$ cat src/rtl/counter_pkg.sv
// Shared constants and helpers for the up/down counter family.
package counter_pkg;

  localparam logic DIR_DOWN = 1'b0;
  localparam logic DIR_UP   = 1'b1;

  localparam int MODE_WRAP = 0;
  localparam int MODE_SAT  = 1;

  // A prescaler of 1 still needs a 1-bit register to stay legal.
  function automatic int clog2_min1(input int value);
    return (value <= 1) ? 1 : $clog2(value);
  endfunction

endpackage

$ cat src/rtl/tick_prescaler.sv
// Divides enabled cycles by PRESCALE and emits a one-cycle STEP on the last one.
module tick_prescaler
  import counter_pkg::*;
#(
  parameter int PRESCALE = 1
) (
  input  logic Clk,
  input  logic RST,
  input  logic CLR,
  input  logic EN,
  output logic STEP
);

  localparam int PW = clog2_min1(PRESCALE);
  localparam logic [PW-1:0] LAST = PW'(PRESCALE - 1);

  logic [PW-1:0] pcnt;

  assign STEP = EN && (pcnt == LAST);

  always_ff @(posedge Clk) begin
    if (RST || CLR) begin
      pcnt <= '0;
    end else if (STEP) begin
      pcnt <= '0;
    end else if (EN) begin
      pcnt <= pcnt + PW'(1);
    end
  end

endmodule

$ cat src/rtl/updown_counter_n.sv
// Parametrised up/down counter with load clamp, prescaled enable, wrap/saturate
// bounds, a registered terminal-count pulse and a combinational zero flag.
module updown_counter_n
  import counter_pkg::*;
#(
  parameter int WIDTH    = 4,
  parameter int MAX_VAL  = 2**WIDTH - 1,
  parameter int PRESCALE = 1,
  parameter int SATURATE = 0
) (
  input  logic             Clk,
  input  logic             RST,
  input  logic             EN,
  input  logic             UP,
  input  logic             LOAD,
  input  logic [WIDTH-1:0] DIN,
  output logic [WIDTH-1:0] OUT,
  output logic             TC,
  output logic             ZERO
);

  localparam logic [WIDTH-1:0] MAX = WIDTH'(MAX_VAL);

  // No handshake: LOAD and EN are level-sampled at every rising edge,
  // with priority RST > LOAD > step > hold.
  logic             step;
  logic [WIDTH-1:0] load_val;
  logic [WIDTH-1:0] next_out;
  logic             next_tc;

  tick_prescaler #(
    .PRESCALE(PRESCALE)
  ) u_prescaler (
    .Clk (Clk),
    .RST (RST),
    .CLR (LOAD),
    .EN  (EN),
    .STEP(step)
  );

  assign load_val = (DIN > MAX) ? MAX : DIN;

  // Bounds are checked before the +/-1 so the arithmetic never leaves WIDTH bits.
  always_comb begin
    next_out = OUT;
    next_tc  = 1'b0;
    if (LOAD) begin
      next_out = load_val;
    end else if (step) begin
      if (UP == DIR_UP) begin
        if (OUT < MAX) begin
          next_out = OUT + WIDTH'(1);
        end else begin
          next_tc = 1'b1;
          if (SATURATE == MODE_WRAP) next_out = '0;
        end
      end else begin
        if (OUT != '0) begin
          next_out = OUT - WIDTH'(1);
        end else begin
          next_tc = 1'b1;
          if (SATURATE == MODE_WRAP) next_out = MAX;
        end
      end
    end
  end

  always_ff @(posedge Clk) begin
    if (RST) begin
      OUT <= '0;
      TC  <= 1'b0;
    end else begin
      OUT <= next_out;
      TC  <= next_tc;
    end
  end

  assign ZERO = (OUT == '0);

endmodule

$ cat config.mk
export PLATFORM = sky130hd
export DESIGN_NAME = updown_counter_n
export DESIGN_NICKNAME = d
export VERILOG_FILES = /design/src/rtl/counter_pkg.sv /design/src/rtl/tick_prescaler.sv /design/src/rtl/updown_counter_n.sv
export SDC_FILE = /design/constraint.sdc
export NUM_CORES = 1
export LEC_CHECK = 0
export BUFFER_PORTS_ARGS = -buffer_cell sky130_fd_sc_hd__buf_2
export CELL_PAD_IN_SITES_DETAIL_PLACEMENT = 1
export CELL_PAD_IN_SITES_GLOBAL_PLACEMENT = 1
export CORE_AREA = 2 2 39 41
export CTS_BUF_LIST = sky130_fd_sc_hd__clkbuf_8
export CTS_CLUSTER_SIZE = 40
export DETAILED_ROUTE_END_ITERATION = 8
export DIE_AREA = 0 0 41 43
export PLACE_DENSITY = 0.72
export SLEW_MARGIN = 20
export SYNTH_ARGS = -nofsm -noshare
export SYNTH_HDL_FRONTEND = slang
export SYNTH_HIERARCHICAL = 1
export SYNTH_SLANG_ARGS = --single-unit
$ cat constraint.sdc
create_clock -name Clk -period 3.6 [get_ports Clk]
set_input_delay 0.18 -clock Clk [delete_from_list [all_inputs] [get_ports Clk]]
set_output_delay 0.18 -clock Clk [all_outputs]
set_load 0.01 [all_outputs]
==> results.json <==
{
  "diodes": 0,
  "synth_seq_cells": 6,
  "place.gp.congestion": 0.695,
  "maxSlewViolCount": 0,
  "clock_latency_ns": 0.22,
  "cts_tree": "yes",
  "drt_pass1_iterations": 4,
  "p_leak_nw": 0.238,
  "chipWidth_um": 41,
  "cts_max_level": 1,
  "dieArea_sq_um": 1760,
  "ios": 15,
  "cellPowerDensity_nw_per_um2": 423,
  "grt_overflow": 0,
  "postCtsSetupBuffers": 0,
  "yosysUniqueCellTypes": 26,
  "placed_cell_area_sq_um": 497,
  "rsz0062_at_grt": "no",
  "path_class": "reg -> reg",
  "tightest_slew_ns": 0.383,
  "coreArea_sq_um": 1380,
  "clock_sinks": 6,
  "antenna_found_initial": 0,
  "cp.arrival_ns": 1.71,
  "stdcell_area_sq_um": 538,
  "outcome": "finished, final reports clean",
  "cts-root-buf": "clkbuf_8",
  "period_minus_slack_ns": 1.56,
  "dpl_worst_slack_ns": 2.04,
  "cts_buffer_depth": 2,
  "drt-total-wl_um": 997,
  "drv_cap": 0,
  "final_common_cell": "buf_2",
  "setup_ws_ns": 2.04,
  "ir_drop_mv": 0.141,
  "final.setup.tns_ns": 0,
  "cts-buffers-inserted": 3,
  "post_drt_wl_per_cell_um": 12.5,
  "viasPerCell": 5.18,
  "netlist_instances": 48,
  "final_cell_mix": "buf_2, dfxtp_1, a21oi_1",
  "async_reset_ff_share_pct": 0,
  "hold_path.class": "in -> reg",
  "skew_ns": 0.00384,
  "synth_flop_cell": "dfxtp_1",
  "vias": 414,
  "synth_edf_count": 0,
  "grt_util_all_layers_pct": 14.1,
  "area_delta_synth_final_pct": 30.7,
  "hold_buffers": 0,
  "grt_pass1_vias": 391,
  "grt_pass1_wl_mm": 1.64,
  "finalSetupViolCount": 0,
  "crit_required_ns": 3.75,
  "postSynthAreaPerCell_sq_um": 8.58,
  "ys_warn_count": 6,
  "postRouteAntennaNets": 0,
  "drc": 0,
  "drive_above_1_share_pct": 31.3,
  "die_y_um": 43,
  "total_power_mw": 0.227,
  "synth-seq-area-share_pct": 29.2,
  "row_count": 14,
  "cp-start-kind": "register",
  "timing.final.crit_share_pct": 43.4,
  "initial_core_util_pct": 29.7,
  "fmax_mhz": 640,
  "finalHoldViolations": 0,
  "nets": 77,
  "numPortBuffers": 14,
  "drt_iter0_markers": 15,
  "syn-num-nets": 59,
  "cts_resized": 0,
  "grt_max_degree": 11,
  "clkTransAtPathRegs_ns": 0.04,
  "syn-cell-area_sq_um": 412,
  "critPathMaxFanout": 9,
  "cp-end-kind": "register",
  "relSlewSlack_pct": 74.4,
  "hpwl_um": 774
}
critical path: stages, from the launching register on:
cell	delay [ns]
dfxtp_1	0.38
inv_2	0.09
ha_1	0.20
or3b_1	0.35
a21oi_1	0.17
o221ai_1	0.14
a21oi_1	0.15
state kept, by name, summed over array words and instances (netlist names):
register	cells
TC	1
OUT	4
u_prescaler/pcnt	1
kinds of logic (layout without fill, tap and decap cells):
| group | count (synthesis) | count (layout) | synth area share [%] |
|---|---|---|---|
| AO/OA/AOI/OAI | 16 | 16 | 27.1 |
| AND/OR/NAND/NOR | 14 | 14 | 22.5 |
| flip-flops | 6 | 6 | 29.2 |
| buffers and inverters | 6 | 22 | 5.77 |
| adder cells (fa/ha/maj) | 2 | 2 | 6.08 |
| XOR/XNOR | 2 | 2 | 4.26 |
| multiplexers | 2 | 2 | 5.17 |
routing by layer:
layer / share of wire [%] / track usage, % / vias up
met2: 45 / 20.3 / 13
met3: 5.7 / 6.28 / 0
met4: 0 / 6.00 / 0
met1: 49 / 17.5 / 190
met5: 0 / 0 / -
li1: - / - / 211
where the power goes:
| part | switching, mW | internal (mW) | leakage [nW] |
|---|---|---|---|
| clock network | 0.0288 | 0.0718 | 0.0216 |
| logic | 0.0245 | 0.0236 | 0.167 |
| registers | 0.00785 | 0.0709 | 0.0495 |
path summary, 6_finish.rpt:
check | startpoint | to | slack, ns | cells past startpoint
setup / recovery | OUT[0] | OUT[0] | 2.04 | 6
hold reg to reg | u_prescaler/pcnt | u_prescaler/pcnt | 0.49 | 1
hold / removal | EN | u_prescaler/pcnt | 0.14 | 2
setup reg to reg | OUT[0] | OUT[0] | 2.04 | 6
Yosys cell counts (2+ instances only):
master / instances / area share [%]
a211oi_1: 2 / 3.6
a21oi_1: 6 / 7.3
dfxtp_1: 6 / 29
ha_1: 2 / 6.1
inv_1: 4 / 3.6
nand2_1: 2 / 1.8
nor2_1: 3 / 2.7
nor2b_1: 2 / 3.0
nor3b_1: 2 / 3.6
o21ai_0: 2 / 2.4
xnor2_1: 2 / 4.3
cell type report:
| cell class | count | area (sq um) |
|---|---|---|
| Tap cell | 16 | 20.0 |
| Fill cell | 181 | 846 |
| Timing Repair Buffer | 14 | 70.1 |
| Clock buffer | 3 | 41.3 |
| Inverter | 5 | 18.8 |
| Multi-Input combinational cell | 36 | 268 |
| Sequential cell | 6 | 120 |
metrics by stage:
step	hold slack [ns]	instances	utilization, %
detailed placement	0.367	77	35.9
CTS	0.139	80	38.9
finish	0.137	80	38.9
global placement	0.366	77	35.9
global route	0.148	80	38.9
floorplan	0.249	48	-
Note: power is estimated with default switching activity, not from simulation.
